[src/rtl/seg_pkg.sv]
// Shared seven-segment definitions: scheduler states, segment constants and the digit glyph table.
// Patterns are {a,b,c,d,e,f,g,dp}, active-high.
package seg_pkg;

    typedef enum logic [1:0] {
        S_OFF     = 2'd0,
        S_BANNER  = 2'd1,
        S_MILEAGE = 2'd2
    } state_t;

    localparam logic [7:0] SEG_BLANK = 8'h00;
    localparam logic [7:0] SEG_DASH  = 8'h02;
    localparam logic [7:0] SEG_DP    = 8'h01;

    // Any code above 9 renders as a dash; this one is used explicitly for banner dashes.
    localparam logic [3:0] CODE_DASH = 4'hF;

    localparam logic [7:0] SEG_DIGIT [10] = '{
        8'hFC, 8'h60, 8'hDA, 8'hF2, 8'h66,
        8'hB6, 8'hBE, 8'hE0, 8'hFE, 8'hF6
    };

    function automatic logic [7:0] digit_pattern(input logic [3:0] code);
        logic [7:0] pattern;
        pattern = SEG_DASH;
        if (code <= 4'd9) begin
            pattern = SEG_DIGIT[code];
        end
        return pattern;
    endfunction

endpackage

[src/rtl/seg_decoder.sv]
// Combinational glyph decoder: BCD code plus blank/dp flags to one digit's segment pattern.
module seg_decoder
    import seg_pkg::*;
(
    input  logic [3:0] code,
    input  logic       blank,
    input  logic       dp,
    output logic [7:0] pattern
);

    always_comb begin
        pattern = blank ? SEG_BLANK : digit_pattern(code);
        if (dp) begin
            pattern = pattern | SEG_DP;
        end
    end

endmodule

[src/rtl/seg_display_scheduler.sv]
// Drives the 8-digit display: scans four slots (digit i and i+4 together) and chooses
// between blank, a mode banner and a frame-stable mileage snapshot.
module seg_display_scheduler
    import seg_pkg::*;
#(
    parameter int SCAN_DIV      = 100000,
    parameter int BANNER_FRAMES = 500,
    parameter int DP_POS        = 5
) (
    input  logic        clk,
    input  logic        rst,
    input  logic [1:0]  mode,
    input  logic [31:0] mileage_bcd,
    output logic [7:0]  seg_en,
    output logic [7:0]  seg0,
    output logic [7:0]  seg1
);

    localparam int PRESC_W = (SCAN_DIV > 1) ? $clog2(SCAN_DIV) : 1;
    localparam int TIMER_W = $clog2(BANNER_FRAMES + 1);
    localparam logic [PRESC_W-1:0] PRESC_LAST = PRESC_W'(SCAN_DIV - 1);
    localparam logic [TIMER_W-1:0] TIMER_LOAD = TIMER_W'(BANNER_FRAMES);
    localparam logic [TIMER_W-1:0] TIMER_ONE  = TIMER_W'(1);

    logic [PRESC_W-1:0] prescaler;
    logic               tick;
    logic [1:0]         scan_idx;
    logic [1:0]         idx_next;
    logic               frame_end;
    logic [1:0]         mode_q;
    logic               mode_change;
    logic [31:0]        snapshot;
    logic [31:0]        disp_bcd;
    logic [TIMER_W-1:0] banner_timer;
    logic [TIMER_W-1:0] timer_next;
    state_t             state;
    state_t             state_next;

    logic [3:0]         dig_code [8];
    logic [7:0]         dig_blank;
    logic [7:0]         dig_dp;
    logic               lead_zero;
    logic [3:0]         nib;

    logic [2:0]         sel0;
    logic [2:0]         sel1;
    logic [3:0]         dec0_code;
    logic [3:0]         dec1_code;
    logic               dec0_blank;
    logic               dec1_blank;
    logic               dec0_dp;
    logic               dec1_dp;
    logic [7:0]         pattern0;
    logic [7:0]         pattern1;
    logic [7:0]         en_next;

    assign tick      = (prescaler == PRESC_LAST);
    assign idx_next  = scan_idx + 2'd1;
    assign frame_end = tick && (scan_idx == 2'd3);

    always_ff @(posedge clk) begin
        if (rst) begin
            prescaler <= '0;
            scan_idx  <= 2'd0;
        end else if (tick) begin
            prescaler <= '0;
            scan_idx  <= idx_next;
        end else begin
            prescaler <= prescaler + 1'b1;
        end
    end

    // The snapshot only moves at frame end, so a frame never mixes two mileage values.
    always_ff @(posedge clk) begin
        if (rst) begin
            mode_q   <= 2'b00;
            snapshot <= '0;
        end else begin
            mode_q <= mode;
            if (frame_end) begin
                snapshot <= mileage_bcd;
            end
        end
    end

    // Slot 0 of a new frame is loaded on the same edge the snapshot updates, so use the incoming value.
    assign disp_bcd    = frame_end ? mileage_bcd : snapshot;
    assign mode_change = (mode != mode_q) && (mode != 2'b00);

    always_ff @(posedge clk) begin
        if (rst) begin
            state        <= S_OFF;
            banner_timer <= '0;
        end else begin
            state        <= state_next;
            banner_timer <= timer_next;
        end
    end

    // A mode change takes priority over an expiring banner on the same frame end.
    always_comb begin
        state_next = state;
        timer_next = banner_timer;
        if (mode == 2'b00) begin
            state_next = S_OFF;
            timer_next = '0;
        end else begin
            case (state)
                S_OFF: begin
                    state_next = S_BANNER;
                    timer_next = TIMER_LOAD;
                end
                S_BANNER: begin
                    if (mode_change) begin
                        timer_next = TIMER_LOAD;
                    end else if (frame_end) begin
                        if (banner_timer <= TIMER_ONE) begin
                            state_next = S_MILEAGE;
                            timer_next = '0;
                        end else begin
                            timer_next = banner_timer - 1'b1;
                        end
                    end
                end
                S_MILEAGE: begin
                    if (mode_change) begin
                        state_next = S_BANNER;
                        timer_next = TIMER_LOAD;
                    end
                end
                default: begin
                    state_next = S_OFF;
                    timer_next = '0;
                end
            endcase
        end
    end

    // Per-digit content; leading-zero suppression stops at the dp digit so it always shows.
    always_comb begin
        lead_zero = 1'b1;
        nib       = '0;
        dig_blank = '1;
        dig_dp    = '0;
        for (int d = 0; d < 8; d++) begin
            nib         = disp_bcd[31-4*d -: 4];
            lead_zero   = lead_zero && (nib == 4'd0);
            dig_code[d] = nib;
            if (state == S_MILEAGE) begin
                dig_blank[d] = (d < DP_POS) && lead_zero;
                dig_dp[d]    = (d == DP_POS);
            end else if (state == S_BANNER) begin
                if (d == 2 || d == 4) begin
                    dig_code[d]  = CODE_DASH;
                    dig_blank[d] = 1'b0;
                end else if (d == 3) begin
                    dig_code[d]  = {2'b00, mode_q};
                    dig_blank[d] = 1'b0;
                end
            end
        end
    end

    assign sel0       = {1'b0, idx_next};
    assign sel1       = {1'b1, idx_next};
    assign dec0_code  = dig_code[sel0];
    assign dec1_code  = dig_code[sel1];
    assign dec0_blank = dig_blank[sel0];
    assign dec1_blank = dig_blank[sel1];
    assign dec0_dp    = dig_dp[sel0];
    assign dec1_dp    = dig_dp[sel1];

    seg_decoder u_dec_left (
        .code    (dec0_code),
        .blank   (dec0_blank),
        .dp      (dec0_dp),
        .pattern (pattern0)
    );

    seg_decoder u_dec_right (
        .code    (dec1_code),
        .blank   (dec1_blank),
        .dp      (dec1_dp),
        .pattern (pattern1)
    );

    always_comb begin
        en_next       = '0;
        en_next[sel0] = 1'b1;
        en_next[sel1] = 1'b1;
    end

    // Blanking in S_OFF is immediate; otherwise the pins only change on a scan tick.
    always_ff @(posedge clk) begin
        if (rst || state == S_OFF) begin
            seg_en <= '0;
            seg0   <= '0;
            seg1   <= '0;
        end else if (tick) begin
            seg_en <= en_next;
            seg0   <= pattern0;
            seg1   <= pattern1;
        end
    end

endmodule

[config.mk]
export PLATFORM = sky130hd
export DESIGN_NAME = seg_display_scheduler
export DESIGN_NICKNAME = d
export VERILOG_FILES = /design/src/rtl/seg_pkg.sv /design/src/rtl/seg_decoder.sv /design/src/rtl/seg_display_scheduler.sv
export SDC_FILE = /design/constraint.sdc
export NUM_CORES = 1
export LEC_CHECK = 0
export ABC_AREA = 1
export CELL_PAD_IN_SITES_DETAIL_PLACEMENT = 1
export CELL_PAD_IN_SITES_GLOBAL_PLACEMENT = 1
export CORE_ASPECT_RATIO = 0.8
export CORE_MARGIN = 1.5
export CORE_UTILIZATION = 40
export DETAILED_ROUTE_END_ITERATION = 10
export GPL_TIMING_DRIVEN = 0
export PLACE_DENSITY_LB_ADDON = 0.25
export SETUP_SLACK_MARGIN = 0.5
export SKIP_LAST_GASP = 1
export SYNTH_ARGS = -nofsm -noshare
export SYNTH_HDL_FRONTEND = slang
export SYNTH_HIERARCHICAL = 1
export SYNTH_SLANG_ARGS = --single-unit
[constraint.sdc]
create_clock -name clk -period 4.7 [get_ports clk]
set_input_delay 0.705 -clock clk [delete_from_list [all_inputs] [get_ports clk]]
set_output_delay 0.705 -clock clk [all_outputs]
set_load 0.01 [all_outputs]
=== Yosys cells after proc, flatten, opt, wreduce, memory -nomap -nowiden ===
Memory sizes are Yosys's and may differ from the RTL's.
Index checks and enable logic that the tools add are counted.

* Flip-flop bits (word level): 88
* Bits in read-only memories: 256
* Input port bits: 36
* Output and inout bits: 24
* Logic and storage cells: 114
* Memories kept: 2

{| class="wikitable"
|+ Memory list
! name !! words !! width !! rd ports !! clocked after memory_dff !! write ports !! RTL line !! RTL
|-
| (no name shown) || 16 || 8 || 1 || 0 || 0 || seg_pkg.sv:27 || <nowiki>pattern = SEG_DIGIT[code];</nowiki>
|-
| (no name shown) || 16 || 8 || 1 || 0 || 0 || seg_pkg.sv:27 ||
|}

* $add $sub $neg: 3
* $lt $le $gt $ge: 11
* Eq/ne operators: 10
* Multiplexer cells: 53
* Bitwise gates (word level): 5
* Reductions and logical operators: 21

{| class="wikitable"
|+ Operators with widths
! operator !! number
|-
| $mux W8 || 8
|-
| $mux W4 || 10
|-
| $mux W9 || 4
|-
| $mux W32 || 1
|-
| $pmux W9 S3 || 1
|-
| $bmux W4 S3 || 2
|-
| $logic_not A4 Y1 || 5
|-
| $add A17 B1 Y17 const B || 1
|-
| $eq A17 B17 Y1 const B || 1
|-
| $mux W1 || 16
|-
| $ge A5 B5 Y1 const B || 2
|-
| $not A4 Y5 || 2
|-
| $le A9 B1 Y1 const B || 1
|-
| $sub A9 B1 Y9 const B || 1
|-
| $bmux W1 S2 || 4
|-
| $ge A4 B4 Y1 const B || 2
|-
| $le A4 B4 Y1 const B || 2
|-
| $logic_and A1 B1 Y1 || 8
|-
| $mux W2 || 4
|-
| $ne A2 B2 Y1 const B || 4
|-
| $or A4 B8 Y8 || 1
|-
| $pmux W2 S3 || 1
|-
| $demux W1 S2 || 2
|-
| $eq A2 B2 Y1 const B || 2
|-
| other kinds (16) || 18
|}

=== Depth between registers and ports, before layout ===
* Depth after elaboration: 15
* Gate-level depth with buffers: 19
* Gate-level depth less buffers: 18

=== By module ===
The synthesis kept the hierarchy.

{| class="wikitable"
|+ By module, submodules not included
! module !! times used !! cells each !! area an instance (um2) !! sequential area each (um2)
|-
| seg_display_scheduler || 1 || 554 || 4062.6 || 1681.6
|-
| seg_decoder || 2 || 41 || 222.7 || 0.0
|}

=== Worst setup path after synthesis ===
OpenSTA, ideal clock, no wires.

* Kind: register to register
* Start: register scan_idx[0]
* End: register seg0[5]
* Library setup time: 138 ps
* Arrival: 2775 ps
* Required time: 4562 ps
* Slack: 1788 ps
* Cell stages (with the launch flop): 15
* Path buffers: 2
* Period minus slack after synthesis: 2912 ps
* Path through: dfxtp_1 -> clkinv_1 -> clkbuf_1 -> ha_1 -> clkbuf_1 -> nand2_1 -> o221ai_1 -> inv_1 -> ha_1 -> o21ai_2 -> nand2_1 -> nand2_2 -> nor2_1 -> nor2_1 -> a211oi_1

* Elaborated cells on any way between the ends: 34
* Classes of those cells: add/sub (1); order compare (1); eq/ne (1); mux (20); bitwise (2); reduce/logical (8); memory (1)

{| class="wikitable"
|+ RTL lines
! what !! RTL line !! RTL
|-
| from (decl) || seg_display_scheduler.sv:27 || <nowiki>logic [1:0] scan_idx;</nowiki>
|-
| from (signal assigned) || seg_display_scheduler.sv:67 || <nowiki>scan_idx <= idx_next;</nowiki>
|-
| $add A2 B1 Y2 * || seg_display_scheduler.sv:58 || <nowiki>assign idx_next = scan_idx + 2'd1;</nowiki>
|-
| net idx_next[0] || seg_display_scheduler.sv:28 || <nowiki>logic [1:0] idx_next;</nowiki>
|-
| $not A2 Y4 (not written as such) * || seg_display_scheduler.sv:166 || <nowiki>assign dec0_code = dig_code[sel0];</nowiki>
|-
| $bmux W4 S3 * || seg_display_scheduler.sv:166 ||
|-
| $mux W4 (not written as such) * (2 in a row) || seg_display_scheduler.sv:166 ||
|-
| net dec0_code[0] || seg_display_scheduler.sv:47 || <nowiki>logic [3:0] dec0_code;</nowiki>
|-
| $not A4 Y5 (not written as such) || seg_pkg.sv:27 ||
|-
| $mem_v2 Z16 W8 || n/a ||
|-
| $mux W8 (not written as such) (2 in a row) || seg_pkg.sv:27 ||
|-
| $mux W8 * || seg_pkg.sv:26 || <nowiki>if (code <= 4'd9) begin</nowiki>
|-
| $mux W8 * || seg_decoder.sv:12 || <nowiki>pattern = blank ? SEG_BLANK : digit_pattern(code);</nowiki>
|-
| net pattern0[5] || seg_display_scheduler.sv:53 || <nowiki>logic [7:0] pattern0;</nowiki>
|-
| to (signal assigned) || seg_display_scheduler.sv:201 || <nowiki>seg0 <= pattern0;</nowiki>
|-
| to (decl) || seg_display_scheduler.sv:15 || <nowiki>output logic [7:0] seg0,</nowiki>
|}

Mark *: on every way through the listed nets, which the timed path passes. The rest lies on a longest branch. The select of a mux whose other input is x is not followed.
A chain may end at the register's enable or synchronous reset.

=== Final worst setup path ===
* Start: register scan_idx[0]
* End: register seg1[7]

* Elaborated cells on any way between the ends: 33
* Classes of those cells: add/sub (1); order compare (1); eq/ne (1); mux (17); bitwise (2); reduce/logical (10); memory (1)

{| class="wikitable"
|+ RTL lines
! what !! RTL line !! RTL
|-
| $add A2 B1 Y2 * || seg_display_scheduler.sv:58 ||
|-
| net idx_next[0] || seg_display_scheduler.sv:28 ||
|-
| $not A3 Y4 (not written as such) * || seg_display_scheduler.sv:167 || <nowiki>assign dec1_code = dig_code[sel1];</nowiki>
|-
| $bmux W4 S3 * || seg_display_scheduler.sv:167 ||
|-
| $mux W4 (not written as such) * (2 in a row) || seg_display_scheduler.sv:167 ||
|-
| net dec1_code[1] || seg_display_scheduler.sv:48 || <nowiki>logic [3:0] dec1_code;</nowiki>
|-
| $not A4 Y5 (not written as such) || seg_pkg.sv:27 ||
|-
| $mem_v2 Z16 W8 || n/a ||
|-
| $mux W8 (not written as such) (2 in a row) || seg_pkg.sv:27 ||
|-
| $mux W8 * || seg_pkg.sv:26 ||
|-
| $mux W8 * || seg_decoder.sv:12 ||
|-
| net pattern1[7] || seg_display_scheduler.sv:54 || <nowiki>logic [7:0] pattern1;</nowiki>
|-
| to (signal assigned) || seg_display_scheduler.sv:202 || <nowiki>seg1 <= pattern1;</nowiki>
|-
| to (decl) || seg_display_scheduler.sv:16 || <nowiki>output logic [7:0] seg1</nowiki>
|}

Marks and branches as above.

==> flow_summary.json <==
{
  "crit_type": "reg2reg",
  "core_area_sq_mm": 0.0109,
  "slew_headroom_pct": 48.5,
  "grt_max_degree": 16,
  "wl_per_cell_um": 14.9,
  "mostFrequentLayoutCells": "nand2_1, nor2_1, dfxtp_1",
  "place_hpwl_mm": 9.71,
  "arrival_ns": 3.98,
  "initial_core_util_pct": 41.2,
  "htree_levels": 3,
  "pre_cts_slack_ns": 0.852,
  "io_buffers": 58,
  "synth_edf_count": 0,
  "layout_setup_ws_ns": 0.930,
  "skew_ns": 0.00737,
  "overflow": 0,
  "drt-pass1-iter-count": 4,
  "cap_violations": 0,
  "hold_class": "reg2reg",
  "via_per_inst": 4.96,
  "synthArstFlopShare_pct": 0,
  "cp-end-kind": "flip-flop",
  "tritoncts": "built",
  "fin_crit_sh_pct": 80.2,
  "leakage_nw": 2.51,
  "vdd_drop_max_mv": 0.160,
  "n_fill_cell": 1407,
  "std_cell_rows": 34,
  "cp_data_required_time_ns": 4.91,
  "die_w_um": 122,
  "synth_top_area_cell": "dfxtp_1",
  "ys_warn_count": 6,
  "timing.setup.tns_ns": 0,
  "timing.final.hold_violations": 0,
  "avgSynthCellArea_sq_um": 7.09,
  "num-nets-final": 761,
  "cts_max_path_buffers": 2,
  "period_minus_slack_ns": 3.77,
  "regArea_sq_mm": 0.00168,
  "cp_max_fo": 11,
  "fin_util_pct": 51.1,
  "fin_cells": 854,
  "gp_congestion": 0.850,
  "ys.flop_type": "dfxtp_1",
  "ys_ff_latch": 84,
  "whs_ns": 0.450,
  "grt_pass1_wl_mm": 21.4,
  "die_h_um": 98.0,
  "dp.cells": 838,
  "critPathLaunchType": "flip-flop",
  "multi_input_area_sq_mm": 0.00236,
  "post_cts_buffers": 0,
  "synth_nets": 692,
  "grt_pass1_vias": 4459,
  "finalSetupViolCount": 0,
  "netlist_instances": 636,
  "tightest_slew_ns": 0.764,
  "totalWireLength_mm": 12.7,
  "yosys-top-cells-area": "dfxtp_1, nand2_1, nor2_1, inv_1, ha_1",
  "syn-cell-area_sq_mm": 0.00451,
  "fmax_mhz": 265,
  "maxSlewViolCount": 0,
  "clkTransAtPathRegs_ns": 0.07,
  "synth.distinct_cells": 41,
  "final_common_cell": "nand2_1",
  "antenna_found_initial": 0,
  "clk_latency_ns": 0.35,
  "outcome": "finished clean",
  "synth_top_area_share_pct": 37.3,
  "grtUsageTotal_pct": 22.6,
  "vias": 4232,
  "drive_above_1_share_pct": 7.46,
  "root_buffer": "clkbuf_16",
  "clock-sinks": 84,
  "first_iter_violations": 197,
  "drcViolationCount": 0,
  "antennaDiodeCount": 0,
  "fp.dieArea_sq_mm": 0.0119,
  "postRouteAntennaNets": 0,
  "seq_area_frac_synth_pct": 37.3,
  "area_growth_pct": 23.8,
  "power.density_mw_per_mm2": 297,
  "ios": 60,
  "rsz0062_at_grt": "no",
  "cts_made_buffers": 9
}
stage by stage:
step / power, mW / area [sq um]
floorplan: 0.866 / 4510
global placement: 0.921 / 5270
detailed placement: 0.929 / 5270
CTS: 1.67 / 5580
global route: 1.73 / 5580
finish: 1.66 / 5580
registers in the layout (all words and copies together) (netlist names):
| register | count |
|---|---|
| scan_idx | 2 |
| seg0 | 8 |
| seg1 | 8 |
| state | 2 |
| snapshot | 32 |
| prescaler | 17 |
| mode_q | 2 |
| banner_timer | 9 |
| seg_en | 4 |
final cells by class:
class                           count  area share [%]
Multi-Input combinational cell    440            42.2
Timing Repair Buffer               58            10.4
Sequential cell                    84            30.1
Tap cell                          144            3.23
Buffer                             26            2.69
Clock buffer                       10            4.28
Inverter                           86            5.80
Clock inverter                      6            1.23
cells by family after synthesis:
| logic type | count (synthesis) | synth area share [%] |
|---|---|---|
| muxes | 13 | 2.89 |
| xor gates and xnor gates | 14 | 2.72 |
| AOI/OAI and AO/OA | 88 | 12.2 |
| adders and majority gates | 20 | 5.55 |
| DFF | 84 | 37.3 |
| other | 1 | 0.0832 |
| and+or+nand+nor | 304 | 28.8 |
| buffers and inverters | 112 | 10.5 |
critical path, cell delays in order, from the launching register on:
cell and delay (ns):
dfxtp_1 0.58, clkinv_1 0.34, clkbuf_1 0.35, ha_1 0.48, clkbuf_1 0.42, nand3_1 0.14
o21ai_0 0.25, inv_1 0.20, ha_1 0.26, o21ai_2 0.14, nand2_1 0.08, nand2_2 0.13
nor2_1 0.05, nor2_1 0.14, a211oi_1 0.06
synth_stat cells (4+ instances only):
library cell  instances
nand3_1              21
dfxtp_1              84
inv_1                80
ha_1                 20
nand2_1             132
a211oi_1             22
nand4_1              12
o21ai_0              23
clkbuf_1             13
nor3_1                8
buf_4                 7
nor2_1              111
inv_2                 4
a21oi_1              28
mux2i_1              13
xor2_1                4
xnor2_1              10
o221ai_1              4
timing repair:
item / in CTS / in global routing
hold buffers: 0 / 0
endpoints found under the setup margin: 0 / 6
hold endpoints to repair: 0 / 0
gates resized for setup: 0 / 1
worst paths after layout:
path,to,from,cells past startpoint,slack [ns]
hold reg to reg,prescaler[0],prescaler[0],1,0.45
setup / recovery,seg1[7],scan_idx[0],14,0.93
hold / removal,prescaler[0],prescaler[0],1,0.45
setup reg to reg,seg1[7],scan_idx[0],14,0.93
power breakdown:
part	internal [mW]	switching, mW
clock network	0.431	0.313
registers	0.728	0.0169
logic	0.0742	0.0937
total	1.23	0.424
metal layers:
layer	up-vias	track usage (%)	part of all wire, %
met5	-	0	0
met4	0	5.52	0.98
met3	10	4.73	3.4
met2	58	37.9	46
met1	2003	29.7	49
li1	2161	-	-
Power figures use the tool's default switching activity.
